**config.mk**
```make
export PLATFORM = sky130hd
export DESIGN_NAME = riscv_mem_arbiter
export DESIGN_NICKNAME = d
export VERILOG_FILES = /design/src/rtl/riscv_arb_pkg.sv /design/src/rtl/riscv_mem_arb_starve_ctr.sv /design/src/rtl/riscv_mem_arbiter.sv
export SDC_FILE = /design/constraint.sdc
export NUM_CORES = 1
export LEC_CHECK = 0
export CAP_MARGIN = 20
export CORE_AREA = 2 2 284 286
export DETAILED_ROUTE_END_ITERATION = 8
export DIE_AREA = 0 0 286 288
export GPL_TIMING_DRIVEN = 0
export PLACE_DENSITY = 0.32
export SKIP_CTS_REPAIR_TIMING = 1
export SYNTH_ARGS = -nofsm -noshare
export SYNTH_HDL_FRONTEND = slang
export SYNTH_SLANG_ARGS = --single-unit
```
**constraint.sdc**
```tcl
create_clock -name i_riscv_arb_clk -period 2.1 [get_ports i_riscv_arb_clk]
set_input_delay 0.42 -clock i_riscv_arb_clk [delete_from_list [all_inputs] [get_ports i_riscv_arb_clk]]
set_output_delay 0.42 -clock i_riscv_arb_clk [all_outputs]
set_load 0.05 [all_outputs]
```
**src/rtl/riscv_arb_pkg.sv**
```systemverilog
// Shared types and defaults for the main-memory arbiter between the icache refill
// and dcache miss/write-back engines; the cache tops reuse the width defaults.
package riscv_arb_pkg;

   localparam int ARB_DATA_WIDTH = 128;
   localparam int ARB_S_ADDR     = 23;
   localparam int ARB_STARVE_MAX = 4;
   localparam int ARB_CTR_W      = 4;

   localparam logic [1:0] ST_IDLE  = 2'b00;
   localparam logic [1:0] ST_GNT_I = 2'b01;
   localparam logic [1:0] ST_GNT_D = 2'b10;
   localparam logic [1:0] ST_DONE  = 2'b11;

   typedef enum logic [1:0] {
      IDLE  = ST_IDLE,
      GNT_I = ST_GNT_I,
      GNT_D = ST_GNT_D,
      DONE  = ST_DONE
   } arb_state_e;

   typedef enum logic [1:0] {
      OWN_NONE = 2'b00,
      OWN_I    = 2'b01,
      OWN_D    = 2'b10
   } arb_owner_e;

   function automatic arb_owner_e owner_of(input arb_state_e s);
      arb_owner_e o;
      case (s)
         GNT_I:   o = OWN_I;
         GNT_D:   o = OWN_D;
         default: o = OWN_NONE;
      endcase
      return o;
   endfunction

endpackage

```
**src/rtl/riscv_mem_arb_starve_ctr.sv**
```systemverilog
// Counts back-to-back dcache grants that overtook a waiting icache refill and
// flags when the icache must win the next tie.
module riscv_mem_arb_starve_ctr
   import riscv_arb_pkg::*;
#(
   parameter int STARVE_MAX = ARB_STARVE_MAX
) (
   input  logic clk,
   input  logic rst_n,
   input  logic grant_d,
   input  logic grant_i,
   input  logic icache_pending,
   output logic starve
);

   localparam logic [ARB_CTR_W-1:0] MAX_CNT = ARB_CTR_W'(STARVE_MAX);

   logic [ARB_CTR_W-1:0] count;

   // Only dcache grants that actually made the icache wait count as starvation.
   always_ff @(posedge clk or negedge rst_n) begin
      if (!rst_n) begin
         count <= '0;
      end else if (grant_i) begin
         count <= '0;
      end else if (grant_d) begin
         if (!icache_pending) begin
            count <= '0;
         end else if (count != MAX_CNT) begin
            count <= count + 1'b1;
         end
      end
   end

   assign starve = (count == MAX_CNT);

endmodule

```
**src/rtl/riscv_mem_arbiter.sv**
```systemverilog
// Single-port main-memory arbiter: dcache-first fixed priority with bounded icache
// starvation, registered memory command, ready/data routed only to the owner.
module riscv_mem_arbiter
   import riscv_arb_pkg::*;
#(
   parameter int DATA_WIDTH = ARB_DATA_WIDTH,
   parameter int S_ADDR     = ARB_S_ADDR,
   parameter int STARVE_MAX = ARB_STARVE_MAX
) (
   input  logic                  i_riscv_arb_clk,
   input  logic                  i_riscv_arb_rst,
   input  logic                  i_riscv_arb_icache_rden,
   input  logic [S_ADDR-1:0]     i_riscv_arb_icache_addr,
   output logic                  o_riscv_arb_icache_ready,
   output logic [DATA_WIDTH-1:0] o_riscv_arb_icache_rdata,
   input  logic                  i_riscv_arb_dcache_rden,
   input  logic                  i_riscv_arb_dcache_wren,
   input  logic [S_ADDR-1:0]     i_riscv_arb_dcache_addr,
   input  logic [DATA_WIDTH-1:0] i_riscv_arb_dcache_wdata,
   output logic                  o_riscv_arb_dcache_ready,
   output logic [DATA_WIDTH-1:0] o_riscv_arb_dcache_rdata,
   output logic                  o_riscv_arb_mem_rden,
   output logic                  o_riscv_arb_mem_wren,
   output logic [S_ADDR-1:0]     o_riscv_arb_mem_addr,
   output logic [DATA_WIDTH-1:0] o_riscv_arb_mem_wdata,
   input  logic                  i_riscv_arb_mem_ready,
   input  logic [DATA_WIDTH-1:0] i_riscv_arb_mem_rdata,
   output logic                  o_riscv_arb_busy
);

   arb_state_e state;
   arb_owner_e owner;
   logic       i_req;
   logic       d_req;
   logic       grant_i;
   logic       grant_d;
   logic       starve;

   assign i_req   = i_riscv_arb_icache_rden;
   assign d_req   = i_riscv_arb_dcache_rden | i_riscv_arb_dcache_wren;
   assign grant_d = (state == IDLE) && d_req && !(i_req && starve);
   assign grant_i = (state == IDLE) && i_req && !grant_d;

   riscv_mem_arb_starve_ctr #(
      .STARVE_MAX (STARVE_MAX)
   ) u_starve_ctr (
      .clk            (i_riscv_arb_clk),
      .rst_n          (i_riscv_arb_rst),
      .grant_d        (grant_d),
      .grant_i        (grant_i),
      .icache_pending (i_req),
      .starve         (starve)
   );

   // Command is captured once on the grant edge and held until memory answers.
   always_ff @(posedge i_riscv_arb_clk or negedge i_riscv_arb_rst) begin
      if (!i_riscv_arb_rst) begin
         state                 <= IDLE;
         o_riscv_arb_mem_rden  <= 1'b0;
         o_riscv_arb_mem_wren  <= 1'b0;
         o_riscv_arb_mem_addr  <= '0;
         o_riscv_arb_mem_wdata <= '0;
         o_riscv_arb_busy      <= 1'b0;
      end else begin
         case (state)
            IDLE: begin
               if (grant_d) begin
                  state                <= GNT_D;
                  o_riscv_arb_busy     <= 1'b1;
                  o_riscv_arb_mem_addr <= i_riscv_arb_dcache_addr;
                  if (i_riscv_arb_dcache_wren) begin
                     o_riscv_arb_mem_wren  <= 1'b1;
                     o_riscv_arb_mem_wdata <= i_riscv_arb_dcache_wdata;
                  end else begin
                     o_riscv_arb_mem_rden <= 1'b1;
                  end
               end else if (grant_i) begin
                  state                <= GNT_I;
                  o_riscv_arb_busy     <= 1'b1;
                  o_riscv_arb_mem_addr <= i_riscv_arb_icache_addr;
                  o_riscv_arb_mem_rden <= 1'b1;
               end
            end
            GNT_I, GNT_D: begin
               if (i_riscv_arb_mem_ready) begin
                  state                <= DONE;
                  o_riscv_arb_mem_rden <= 1'b0;
                  o_riscv_arb_mem_wren <= 1'b0;
               end
            end
            default: begin
               state            <= IDLE;
               o_riscv_arb_busy <= 1'b0;
            end
         endcase
      end
   end

   assign owner = owner_of(state);

   // Ready is forwarded combinationally so the icache can write its array that cycle.
   always_comb begin
      o_riscv_arb_icache_ready = 1'b0;
      o_riscv_arb_icache_rdata = '0;
      o_riscv_arb_dcache_ready = 1'b0;
      o_riscv_arb_dcache_rdata = '0;
      if (i_riscv_arb_mem_ready) begin
         if (owner == OWN_I) begin
            o_riscv_arb_icache_ready = 1'b1;
            o_riscv_arb_icache_rdata = i_riscv_arb_mem_rdata;
         end else if (owner == OWN_D) begin
            o_riscv_arb_dcache_ready = 1'b1;
            o_riscv_arb_dcache_rdata = i_riscv_arb_mem_rdata;
         end
      end
   end

endmodule
```
==> impl_results.md, run 1 <==
* Worst EP arrival at 2.12 ns
* WL per Instance at 23.8 um
* Remaining DRCs at 0
* RSZ-0062 raised after global routing: yes
* Port Buffers at 719
* Max cap viols at 0
* Worst Setup SP: state[0]
* Layout cells sized above 1 at 30.1%
* Largest buffer count on any clock path at 2
* Wire length of the first global-routing pass at 89.4 mm
* Syn nets at 1317
* Total global-route track usage at 15.7%
* Pwr Density at 1470 nW/um2
* Starting Density at 10.3%
* Worst hold margin at 0.473 ns
* CTS root buffer: clkbuf_16
* Hold Crit Class: register to register
* Antenna violations before repair at 6
* Yosys warnings at 0
* R2r endpoint: state[1]
* Worst Setup Slack, final at -0.439 ns
* Max Slew Vio Count at 0
* FMAX at 394 MHz
* Final Cell Area at 18200 um2
* Total power at 0.0267 W
* Fin crit period at 2.54 ns
* Boundary Pins at 720
* Grt met2 use at 31.5%
* CTS buffer count at 17
* CTS tree: yes
* Drt total wl at 67.5 mm
* Cell taking the most area after synthesis: dfrtp_1
* Met3 Use GR at 4.39%
* Element type at the critical path end: primary output
* Synth top area share at 49.0%
* # setup viols final at 270
* Met1 Resource Use GR at 16.0%
* Top cells by area, synth: dfrtp_1 49%, nand2_1 19%, and2_1 10%
* Sequential fraction of the synthesis area at 49.0%
* DP Wirelength at 57.5 mm
* Worst EP required at 1.68 ns
* Clock latency on the worst-skew pair at 0.46 ns
* Vias at 9963
* Failing checks: setup timing
* GR Overflow Total at 0
* Reg-to-reg setup timing slack at -0.03 ns
* GP Congestion at 0.998
* DR iter-0 viols at 345
* H-Tree Depth at 4
* Final hold violations at 0
* Register clock-pin slew on the reported worst setup and hold paths at 0.07 ns
* ANT nets after route at 0
* Worst VDD drop at 0.000761 V
* Die Height at 288 um
* Worst Path Max Fanout at 8
* Die Width at 286 um
* Yosys reg bits at 160
* Max_slew headroom at 43.0%
* Post-Syn Instances at 1003
* Core Region at 79600 um2
* Critical path startpoint category: register
* Nets at 2067
* DRT Pass-1 Iters at 6
* Rows at 104
* Max Clock Skew at 0.00969 ns
* DIE AREA at 82400 um2
* Filler cell count at 8817
* Avg Cell Area, Syn at 8.14 um2
* Worst reg2reg startpoint: state[0]
* CTS Sinks at 160
* Area occupied by multi-input gates at 4160 um2
* Worst r2r path cells at 8
* Placed Area at 16900 um2
* Synth cell types at 26
* Pin count of the biggest net entering global routing at 91
* Area Growth Syn to Fin at 122%
* Vias in the first global route at 10123
* End point of the critical path: o_riscv_arb_dcache_rdata[54]
* LEAKAGE at 8.75 nW
* Vias per cell at 3.52
* Run status: finished, violations left
* Worst Max-Slew Pin Slew at 0.847 ns
* Syn Std Cell Area at 8170 um2
* Seq. cell area at 4010 um2
* Ratio of final minimum period to clock period at 121%
* Crit Path Class: register to primary output
* GR peak layer: met2
==> worst max-delay path: stages (launching register included) <==
cell,delay (ns)
dfrtp_2,0.41
inv_2,0.08
ha_4,0.11
and2_4,0.14
nor2b_4,0.25
buf_12,0.20
clkbuf_16,0.16
and2_2,0.14
buf_6,0.15
==> how the worst min path moves through the flow <==
stage                                 startpoint                         end  cells past startpoint
detailed placement               i_riscv_arb_rst  o_riscv_arb_mem_wdata[120]                      1
CTS                              i_riscv_arb_rst  o_riscv_arb_mem_wdata[120]                      1
floorplan                        i_riscv_arb_rst            o_riscv_arb_busy                      0
finish                 o_riscv_arb_mem_wdata[71]   o_riscv_arb_mem_wdata[71]                      2
global route        i_riscv_arb_dcache_wdata[68]   o_riscv_arb_mem_wdata[68]                      3
global placement       o_riscv_arb_mem_wdata[93]   o_riscv_arb_mem_wdata[93]                      2
==> metal layers <==
metal | part of all wire [%] | up-vias
met2 | 56 | 420
met4 | 1.9 | 6
met1 | 35 | 4786
met3 | 6.8 | 50
met5 | 0.043 | -
li1 | - | 4701
==> state kept, by name (all words and copies together) (netlist names) <==
register / cells
o_riscv_arb_busy: 1
o_riscv_arb_mem_wren: 1
o_riscv_arb_mem_addr: 23
u_starve_ctr.count: 4
o_riscv_arb_mem_rden: 1
o_riscv_arb_mem_wdata: 128
state: 2
==> area by class of cell <==
type | instances | area share, %
Buffer | 79 | 3.11
Clock inverter | 13 | 0.648
Timing Repair Buffer | 731 | 41.4
Sequential cell | 160 | 22.1
Antenna cell | 4 | 0.0551
Tap cell | 1060 | 7.30
Clock buffer | 18 | 2.42
Multi-Input combinational cell | 759 | 22.9
Inverter | 5 | 0.103
==> report_power, final <==
group | internal [W] | total (W) | switching [W]
registers | 0.00454 | 0.00535 | 0.000803
clock network | 0.00159 | 0.00317 | 0.00158
logic | 0.00603 | 0.0182 | 0.0122
==> synth_stat cells <==
library cell,instances
buf_4,2
mux2i_1,23
nor4b_1,1
o31ai_1,1
xor2_1,1
o211ai_1,2
and2_1,130
or4_1,2
dfrtp_1,160
o211a_1,1
ha_1,6
o21ai_0,29
and3_1,129
nand3_1,7
nor2_1,3
o311a_1,1
nor3b_1,1
nor2b_1,1
buf_2,32
nand4b_1,1
o22a_1,1
xnor2_1,1
buf_1,2
inv_1,5
clkbuf_1,43
nand2_1,418
==> per-stage QoR <==
stage	setup slack (ns)	instances	utilization, %	TNS (ns)
2_1_floorplan	-0.0477	1003	-	-4.94
3_3_place_gp	-7.38	2782	21.2	-1626.54
3_5_place_dp	-2.03	2783	21.2	-469.80
4_1_cts	-2.03	2814	21.9	-437.76
5_1_grt	-0.518	2825	22.8	-138.78
6_report	-0.439	2829	22.8	-88.72
==> logic make-up (layout without fill, tap and decap cells) <==
logic type,count (synthesis),count (layout),share of synthesized area [%]
adders and majority gates,6,6,0.919
buffers and inverters,84,846,4.44
AOI/OAI and AO/OA,35,35,2.41
muxes,23,23,2.82
xor gates and xnor gates,2,2,0.214
other,0,4,0
and+or+nand+nor,693,693,40.2
DFF,160,160,49.0
==> cells in the final DEF (no fill, tap or decap), types with 2 or more instances in the layout <==
cell	instances
buf_1	2
dfrtp_2	2
clkbuf_4	44
and2_1	7
buf_12	18
clkbuf_2	29
ha_1	4
buf_4	29
and3_2	19
clkbuf_16	20
mux2i_1	23
buf_2	52
dfrtp_1	158
inv_8	3
inv_2	2
clkinv_4	4
and3_4	17
buf_6	101
inv_6	5
o21ai_0	29
buf_8	57
o211ai_1	2
inv_1	3
and3_1	93
clkdlybuf4s50_1	460
ha_4	2
and2_2	74
nor2_1	3
or4_1	2
diode_2	4
nand3_1	7
nand2_1	418
clkbuf_1	13
and2_4	49
Note: power is estimated with default switching activity, not from simulation.
==> run 2, diff against run 1 <==
Settings changed: CORE_AREA 2 2 284 286 to 5 5 278 280, DIE_AREA 0 0 286 288 to 0 0 283 285, PLACE_DENSITY 0.32 to 0.34.
==> impl_results.md, run 2 (same netlist as run 1, synthesis figures left out) <==
* Sw frac at 54.5%
* Boundary Pins at 720
* DIE AREA at 80700 um2
* CTS Sinks at 160
* # setup viols final at 293
* Failing checks: setup timing
* Top reg by flops: o_riscv_arb_mem_wdata
* Logic pwr share at 67.3%
* Commonest non-fill, non-tap cell in the layout: clkdlybuf4s50_1
* Max cap viols at 0
* Area Growth Syn to Fin at 117%
* Nets at 2068
* Critical Path Slowest Stage Cell: dfrtp_1
* CTS buffer count at 17
* Worst Setup Slack, final at -0.572 ns
* FMAX at 374 MHz
* Critical path startpoint category: register
* Vias per cell at 3.63
* Commonest non-fill, non-tap cells in the layout: 460 x clkdlybuf4s50_1, 418 x nand2_1, 160 x dfrtp_1, 107 x and3_1
* Clock power share at 12.5%
* Max_slew headroom at 44.6%
* Filler cell count at 8145
* Die Width at 283 um
* Pint at 0.0121 W
* Vias at 9946
* CP Cell Sequence: inv_2 > ha_1 > and2_4 > nor2b_4 > buf_4 > clkbuf_4 > and2_2 > clkbuf_4
* Crit-path max cell delay at 0.43 ns
* Drt total wl at 66.4 mm
* Dpl ws at -2.09 ns
* DRT Pass-1 Iters at 5
* Fin crit period at 2.67 ns
* Layout Cells excl Fill at 2739
* Pwr Density at 1500 nW/um2
* Most frequent CP cell: clkbuf_4
* Register clock-pin slew on the reported worst setup and hold paths at 0.08 ns
* CTS root buffer: clkbuf_16
* Element type at the critical path end: primary output
* Max Slew Vio Count at 0
* Critical path's top delay family: buffers and inverters
* Total power at 0.0266 W
* Clock latency on the worst-skew pair at 0.48 ns
* Total global-route track usage at 15.7%
* Crit Path Class: register to primary output
* RSZ-0062 raised after global routing: yes
* Run status: finished, violations left
* Core Region at 74200 um2
* GR Overflow Total at 0
* CP bufs+invs at 4
* CTS tree: yes
* LEAKAGE at 8.79 nW
* Port Buffers at 719
* Max Clock Skew at 0.00856 ns
* Worst EP arrival at 2.25 ns
* DP Wirelength at 56.2 mm
* Ratio of final minimum period to clock period at 127%
* Sw power at 0.0145 W
* Worst Path Max Fanout at 10
* Final hold violations at 0
* Placed Cells at 2692
* Largest buffer count on any clock path at 2
* WL per Instance at 24.2 um
* Starting Density at 11.0%
* Max reg flops at 128
* Biggest registers after layout: o_riscv_arb_mem_wdata: 128 flops, o_riscv_arb_mem_addr: 23 flops, u_starve_ctr.count: 4 flops
* DR iter-0 viols at 338
* Remaining DRCs at 0
* Antenna violations before repair at 8
* Wire length of the first global-routing pass at 89.1 mm
* Hold Crit Class: input port to register
* H-Tree Depth at 4
* Flop pwr share at 20.2%
* Vias in the first global route at 10288
* Worst Max-Slew Pin Slew at 0.819 ns
* ANT nets after route at 0
* GP Congestion at 0.895
* Worst EP required at 1.68 ns
* Worst VDD drop at 0.000807 V
* Rows at 100
* Die Height at 285 um
* Layout cells sized above 1 at 28.4%
* Pin count of the biggest net entering global routing at 96
[run 2: changes by cell type in the layout (fill, tap and decap cells not counted), sizes merged]
cell	change
clkbuf	+34
buf	-43
dlymetal6s2s	+9
inv	+1
clkinv	-3
diode	-1
bufinv	+2
clkinvlp	+2
[run 2: worst paths after layout]
path,slack [ns],startpoint,cells after the start,end
max in group asynchronous,0.67,i_riscv_arb_rst,3,o_riscv_arb_mem_wdata[89]
min in group asynchronous,0.47,i_riscv_arb_rst,2,o_riscv_arb_mem_wdata[22]
min reg2reg,0.48,o_riscv_arb_mem_wdata[106],2,o_riscv_arb_mem_wdata[106]
min,0.46,i_riscv_arb_dcache_wdata[36],3,o_riscv_arb_mem_wdata[36]
max reg2reg,0.03,state[1],7,state[0]
max,-0.57,state[0],8,o_riscv_arb_dcache_rdata[110]
[run 2: power groups by stage]
stage	combinational (W)	sequential, W	clock, W
after floorplan	0.00559	0.0103	0
after global placement	0.0177	0.00537	0
after detailed placement	0.0176	0.00539	0
after CTS	0.0177	0.00539	0.00355
after global routing	0.0189	0.00557	0.00363
final	0.0179	0.00537	0.00332
[run 2: worst reg2reg max path, stage by stage (launching register included)]
cell,delay [ns]
dfrtp_1,0.43
inv_2,0.11
ha_1,0.15
buf_4,0.16
nor4b_1,0.69
nor3b_1,0.13
o21ai_0,0.20
nand3_1,0.09
[run 2: metal layers]
metal,track usage [%],part of all wire (%),vias to the layer above
li1,-,-,4703
met1,15.6,35,4750
met2,30.6,54,417
met3,6.06,8.1,66
met4,3.53,2.7,10
met5,0,0.098,-
[run 2: through the flow]
stage	TNS, ns	utilization, %	hold slack (ns)	instance area, um2
6_report	-104.09	23.9	0.460	17700
5_1_grt	-162.43	23.8	0.428	17700
4_1_cts	-458.79	23.4	-0.121	17400
3_5_place_dp	-479.58	22.6	0.426	16800
3_3_place_gp	-1647.34	22.6	0.459	16700
2_1_floorplan	-4.94	-	0.124	8340
[run 2: final cells by class]
cell class / instances / area [um2] / share of cell area (%)
Timing Repair Buffer: 732 / 7250 / 41.0
Inverter: 5 / 18.8 / 0.106
Tap cell: 969 / 1210 / 6.85
Clock inverter: 15 / 169 / 0.954
Multi-Input combinational cell: 759 / 4080 / 23.1
Buffer: 79 / 531 / 3.00
Clock buffer: 17 / 425 / 2.40
Antenna cell: 3 / 7.51 / 0.0424
Sequential cell: 160 / 4000 / 22.6
==> run 3, diff against run 2 <==
Settings changed: CORE_AREA 5 5 278 280 to 2 2 281 283, PLACE_DENSITY 0.34 to 0.33, SYNTH_HIERARCHICAL set to 1.
==> impl_results.md, run 3 <==
* Worst EP required at 1.68 ns
* GP Congestion at 0.828
* FFs w/ async S/R, synth at 100%
* Final hold violations at 0
* Syn nets at 1075
* Placed Area at 17500 um2
* Max cap viols at 0
* FMAX at 381 MHz
* Max Slew Vio Count at 0
* CTS root buffer: clkbuf_16
* Port Buffers at 719
* Crit Path Class: register to primary output
* ANT nets after route at 0
* Most frequent cells after synthesis: 160 x dfrtp_1, 130 x and2_1, 130 x and3_1
* Drt total wl at 58.7 mm
* DIE AREA at 80700 um2
* Top cells by area, synth: dfrtp_1 46%, mux2_4 19%, and2_1 9.3%
* Worst Setup Slack, final at -0.525 ns
* Yosys reg bits at 160
* Antenna violations before repair at 17
* Sequential fraction of the synthesis area at 45.8%
* Commonest non-fill, non-tap cells in the layout: 460 x clkdlybuf4s50_1, 160 x dfrtp_1, 130 x and3_1, 108 x mux2_4, 102 x and2_2
* Synth top area share at 45.8%
* RSZ-0062 raised after global routing: yes
* Die Height at 285 um
* Commonest non-fill, non-tap cell in the layout: clkdlybuf4s50_1
* Largest buffer count on any clock path at 2
* Worst Path Max Fanout at 10
* Element type at the critical path end: primary output
* CTS tree: yes
* Grt met2 use at 26.4%
* Met3 Use GR at 5.30%
* Fin crit period at 2.62 ns
* Biggest registers after layout: o_riscv_arb_mem_wdata: 128 flops, o_riscv_arb_mem_addr: 23 flops, u_starve_ctr/count: 4 flops
* Post-synth EDFFs at 0
* Max_slew headroom at 47.3%
* Met1 Resource Use GR at 14.0%
* DRT Pass-1 Iters at 5
* Final Cell Area at 17600 um2
* Worst VDD drop at 0.000619 V
* Top reg by flops: o_riscv_arb_mem_wdata
* Rows at 103
* CTS buffer count at 17
* Syn Std Cell Area at 8740 um2
* CTS Sinks at 160
* Cell taking the most area after synthesis: dfrtp_1
* LEAKAGE at 8.19 nW
* Max reg flops at 128
* DP Wirelength at 50.3 mm
* Worst EP arrival at 2.20 ns
* Core Region at 78000 um2
* Synth cell types at 35
* Starting Density at 11.2%
* Pin count of the biggest net entering global routing at 86
* GR Overflow Total at 0
* GR peak layer: met2
* Total global-route track usage at 14.3%
* Pwr Density at 1610 nW/um2
* WL per Instance at 22.9 um
* Hold Crit Class: input port to register
* Vias per cell at 3.48
* Critical path startpoint category: register
* Boundary Pins at 720
* Nets at 1815
* Main flop type after synthesis: dfrtp_1
* Vias at 8923
* Ratio of final minimum period to clock period at 125%
* Layout cells sized above 1 at 39.4%
* Clock latency on the worst-skew pair at 0.48 ns
* H-Tree Depth at 4
* Die Width at 283 um
* Wire length of the first global-routing pass at 80.4 mm
* Max Clock Skew at 0.0113 ns
* Worst hold margin at 0.496 ns
* Area Growth Syn to Fin at 101%
* Avg Cell Area, Syn at 11.5 um2
* Post-Syn Instances at 761
* Remaining DRCs at 0
* Failing checks: setup timing
* Worst Max-Slew Pin Slew at 0.789 ns
* # setup viols final at 298
* Count leader, synth: dfrtp_1
* Run status: finished, violations left
* Fin util at 22.6%
* Register clock-pin slew on the reported worst setup and hold paths at 0.08 ns
* Vias in the first global route at 9799
* Yosys warnings at 6
* DR iter-0 viols at 266
## run 3: power by group
part           internal [W]  leakage, nW  switching [W]
clock network       0.00157        0.280        0.00159
registers           0.00468         1.88       0.000896
logic               0.00731         6.03         0.0124
## run 3: area by class of cell
class | instances | area, um2
Clock buffer | 17 | 425
Fill cell | 8527 | 60400
Inverter | 8 | 30.0
Buffer | 66 | 604
Sequential cell | 160 | 4000
Multi-Input combinational cell | 527 | 4420
Antenna cell | 3 | 7.51
Tap cell | 1050 | 1310
Clock inverter | 15 | 145
Timing Repair Buffer | 721 | 6660
## run 3: path summary, 6_finish.rpt
kind	startpoint	endpoint	slack, ns	cells past startpoint
min reg2reg	o_riscv_arb_mem_wdata[104]	o_riscv_arb_mem_wdata[104]	0.51	1
max in group asynchronous	i_riscv_arb_rst	o_riscv_arb_mem_addr[8]	0.67	3
max	state[0]	o_riscv_arb_dcache_rdata[81]	-0.52	8
max reg2reg	u_starve_ctr/count[0]	u_starve_ctr/count[0]	-0.22	11
min	i_riscv_arb_icache_addr[4]	o_riscv_arb_mem_addr[4]	0.50	3
min in group asynchronous	i_riscv_arb_rst	o_riscv_arb_mem_wdata[124]	0.51	2
## run 3: worst max-delay path: stages (launching register included)
cell     delay, ns
dfrtp_1       0.42
inv_2         0.09
ha_1          0.14
and2_4        0.14
nor2b_4       0.20
buf_12        0.17
buf_6         0.17
and2_4        0.21
buf_6         0.17
## run 3: layer usage
layer	vias up	wire length, um
li1	4100	-
met4	14	2390
met2	436	31000
met5	-	92
met3	78	5050
met1	4295	20100
## run 3: cells by family (layout without fill, tap and decap cells)
kind of cell               count (synthesis)  count (layout)  share of synthesized area, %
and+or+nand+nor                          349             349                          23.0
DFF                                      160             160                          45.8
muxes                                    130             130                          21.4
buffers and inverters                     74             827                          5.74
AOI/OAI and AO/OA                         42              42                          3.25
adders and majority gates                  6               6                         0.858
other                                      0               3                             0
## run 3: metrics by stage
stage	setup WS, ns	total power (W)	std cells	TNS, ns
finish	-0.525	0.0284	2567	-115.29
global route	-0.640	0.0298	2566	-171.34
CTS	-2.18	0.0289	2563	-463.27
detailed placement	-2.16	0.0255	2531	-484.46
global placement	-7.26	0.0256	2530	-1636.21
floorplan	-0.0382	0.0182	761	-3.96
==> RTL change 1: new RTL, settings of run 1 <==
Set the package constant `ARB_S_ADDR` to 46 (it was 23).
--- a/src/rtl/riscv_arb_pkg.sv
+++ b/src/rtl/riscv_arb_pkg.sv
@@ -5,3 +5,3 @@
    localparam int ARB_DATA_WIDTH = 128;
-   localparam int ARB_S_ADDR     = 23;
+   localparam int ARB_S_ADDR     = 46;
    localparam int ARB_STARVE_MAX = 4;
Interface: changed (resized i_riscv_arb_dcache_addr, i_riscv_arb_icache_addr and o_riscv_arb_mem_addr); port bits go from 720 to 789. The function was not compared with the original's and may differ.
==> RTL change 1 against run 1 <==
The flow still finishes with violations (negative setup slack). Wire length increased by 18%. Sequential cell count increased by 23. Die area unchanged. Clock power increased by 12%. Area after synthesis increased by 13%. First-iteration DRC count unchanged. Global-route usage increased by 2.9 points. Power increased by 10%. Fmax decreased by 8.9%. Largest power group unchanged. Worst setup slack got worse by 0.25 ns. Design area increased by 3.8%. Critical path type unchanged. Worst hold slack got worse by 0.084 ns.
==> RTL change 1: results (changes against run 1) <==
Run status
  – Outcome: finished, violations left (unchanged)
  – Violated checks: negative setup slack (unchanged)

STA
  – Worst setup margin: -0.688 ns (was -0.439 ns)
  – Setup violators final: 369 (was 270)
  – Clock Skews: 0.0202 ns (was 0.00969 ns)
  – Worst-Margin Slew: 0.850 ns (was 0.847 ns)

Power and ir drop
  – PwrDens: 1560 nW/um^2 (was 1470 nW/um^2)
  – Switch share: 56.4% (was 54.5%)
  – Largest vdd supply drop: 0.000702 V (was 0.000761 V)
  – Power Clock: 0.00355 W (was 0.00317 W)

Critical path
  – R2r endpoint: state[0]$_DFFE_PN0P_ (was state[1]$_DFFE_PN0P_)
  – Reg-to-reg critical path startpoint: state[1]$_DFFE_PN0P_ (was state[0]$_DFFE_PN0P_)
  – Max Fanout on Critical Path: 10 (was 8)
  – Slowest CP cell: dfrtp_1 (was dfrtp_2)

Global route
  – Global-route wire length before repair: 104,000 um (was 89,400 um)
  – Vias in the first global route: 11,200 (was 10,100)
  – Initial antenna violation count: 14 (was 6)
  – GRT Util Overall: 18.6% (was 15.7%)

Placement
  – DP Wirelength: 67,400 um (was 57,500 um)
  – Buffers on Ports: 788 (was 719)
  – Placed instance area: 18,700 um^2 (was 16,900 um^2)

Cells and area
  – Fill count: 8,798 (was 8,817)
  – Multi-input gate area: 4490 um^2 (was 4160 um^2)
  – Share of post-route cells with drive strength above 1: 24.9% (was 30.1%)
  – Nets: 2,272 (was 2,067)

Detailed routing
  – Mean routed wirelength per cell: 26.5 um (was 23.8 um)
  – Met2 WL post-DR: 42,500 um (was 37,700 um)
  – Wl on met1: 29,200 um (was 23,900 um)

Yosys
  – Synth Area per Inst: 8.37 um^2 (was 8.14 um^2)
-- RTL change 1: cell count changes after synthesis, moves of 22 or more --
cell / before / now
nand2_1: 418 / 393
o21ai_0: 29 / 7
mux2i_1: 23 / 46
a21oi_1: 0 / 46
dfrtp_1: 160 / 183
nor2_1: 3 / 49
-- RTL change 1: area by class of cell --
class | instances | share of cell area, %
Clock inverter | 15 | 1.05
Sequential cell | 183 | 24.3
Tap cell | 1060 | 7.04
Buffer | 87 | 2.61
Timing Repair Buffer | 791 | 38.8
Clock buffer | 17 | 2.26
Antenna cell | 4 | 0.0531
Multi-Input combinational cell | 827 | 23.8
Inverter | 5 | 0.0996
-- RTL change 1: cells by family after synthesis --
family / Yosys count / share of synthesized area [%]
AOI/OAI and AO/OA: 59 / 3.47
xor gates and xnor gates: 2 / 0.190
adders and majority gates: 6 / 0.814
buffers and inverters: 92 / 4.41
DFF: 183 / 49.7
muxes: 46 / 4.99
and+or+nand+nor: 714 / 36.5
==> RTL change 2: new RTL, config.mk and constraints of run 1 <==
Made on the original files. Compare `count` against `MAX_CNT` with >= in place of ==.
--- a/src/rtl/riscv_mem_arb_starve_ctr.sv
+++ b/src/rtl/riscv_mem_arb_starve_ctr.sv
@@ -34,3 +34,3 @@
 
-   assign starve = (count == MAX_CNT);
+   assign starve = (count >= MAX_CNT);
 
Formal check against the unedited RTL: same outputs for any inputs over 4 cycles, from zero or initial values and one cycle with i_riscv_arb_rst low; that may be too few to reach the edited logic, so the function may still have changed.
==> RTL change 2 against run 1 <==
The run still ends with negative setup slack left. Clock skew grew 0.0024 ns. Area after synthesis grew 1.7%. Sequential cell count is the same. Power grew 5.6%. Final cell count shrank 8.4%. Utilization grew 0.077 points. Combinational power grew 7%. Design area grew 0.34%. Worst hold slack lost 0.017 ns. Clock power grew 4%. Synthesized cell count shrank 24%. Worst setup slack lost 0.11 ns. Wire length shrank 14%. Critical endpoint is now o_riscv_arb_dcache_rdata[3].
==> RTL change 2: results (changes against run 1) <==
Run status
  – Outcome: finished, violations left (unchanged)
  – Violated checks: negative setup slack (unchanged)

Global route
  – GRT Util Overall: 13.3% (was 15.7%)
  – Vias in the first global route: 9,654 (was 10,100)
  – Initial antenna violation count: 8 (was 6)
  – Global-route wire length before repair: 77,700 um (was 89,400 um)

Critical path
  – Max Fanout on Critical Path: 6 (was 8)
  – Reg-to-reg critical path startpoint: state[1]$_DFFE_PN0P_ (was state[0]$_DFFE_PN0P_)
  – Worst r2r path cells: 9 (was 8)
  – Slowest CP cell: dfrtp_1 (was dfrtp_2)
  – Crit path arrival time: 2.23 ns (was 2.12 ns)
  – R2r endpoint: o_riscv_arb_mem_wdata[66]$_DFFE_PN0P_ (was state[1]$_DFFE_PN0P_)
  – Critical Path End: o_riscv_arb_dcache_rdata[3] (was o_riscv_arb_dcache_rdata[54])

Placement
  – Buffers on Ports: 717 (was 719)
  – DP Wirelength: 47,700 um (was 57,500 um)
  – Dpl cells: 2,537 (was 2,783)

STA
  – Clock Skews: 0.0121 ns (was 0.00969 ns)
  – Worst setup margin: -0.546 ns (was -0.439 ns)
  – Setup violators final: 408 (was 270)

Yosys
  – Syn_nets: 1,073 (was 1,317)
  – Mux contribution to synthesized area: 17.6% (was 2.82%)
  – Synth Instances: 759 (was 1,003)
  – Adder-Cell Fraction of Synth Area: 0.903% (was 0.919%)
  – Synth cell count leaders: dfrtp_1 (160), and2_1 (132), and3_1 (129), mux2_2 (103), clkbuf_1 (57) (was nand2_1 (418), dfrtp_1 (160), and2_1 (130), and3_1 (129), clkbuf_1 (43))

Cells and area
  – Share of post-route cells with drive strength above 1: 39.8% (was 30.1%)
  – Nets: 1,830 (was 2,067)
  – Fill count: 8,633 (was 8,817)
  – Final non-filler cell total: 2,592 (was 2,829)

Worst hold path
  – Worst hold start: i_riscv_arb_dcache_wren (was o_riscv_arb_mem_wdata[71]$_DFFE_PN0P_)
  – Hold Path Cell Cnt: 3 (was 2)

Power and ir drop
  – Leak: 8.14 nW (was 8.75 nW)
  – Tot Pwr: 0.0282 W (was 0.0267 W)

Detailed routing
  – First-pass DRT Iterations: 4 (was 6)
==> RTL change 2: cell count changes after synthesis, moves of 23 or more <==
cell	delta
a21oi_1	+24
a41oi_1	+23
buf_2	-25
mux2_1	+27
mux2_2	+103
mux2i_1	-23
nand2_1	-415
==> RTL change 2: tightest hold or removal path, delay by kind of cell <==
kind / cells / cell delay (ns)
buffers and inverters: 1 / 0.16
AOI/OAI and AO/OA: 2 / 0.29
==> RTL change 2: logic make-up after synthesis <==
logic type      after synthesis
buf+inv                      81
flops                       160
mux                         130
simple gates                295
fa+ha+maj                     6
compound gates               87
==> RTL change 2: final cells by class <==
class	instances	share of cell area (%)
multi-input cells	518	23.6
clock inverters	15	0.962
flip-flops and latches	160	22.0
clock buffers	17	2.34
inverters	5	0.103
plain buffers	76	3.21
well taps	1060	7.28
repair buffers	738	40.4
diodes	3	0.0412
==> RTL change 2: per-stage QoR <==
step                setup WS (ns)   TNS, ns  area [um^2]  hold slack, ns
floorplan                 -0.0738     -1.48         8510           0.124
global placement            -7.35  -1615.59        17000           0.467
detailed placement          -2.25   -458.25        17100           0.459
CTS                         -2.26   -482.06        17700         -0.0547
global route               -0.666   -200.09        18200           0.456
finish                     -0.546   -141.77        18200           0.456
==> RTL change 2: per-layer routing <==
layer  share of wire (%)  global-route usage (%)
met2                  53                    25.2
met1                  37                    13.9
met3                 8.3                    4.79
met4                 2.1                    2.96
met5                0.12                       0
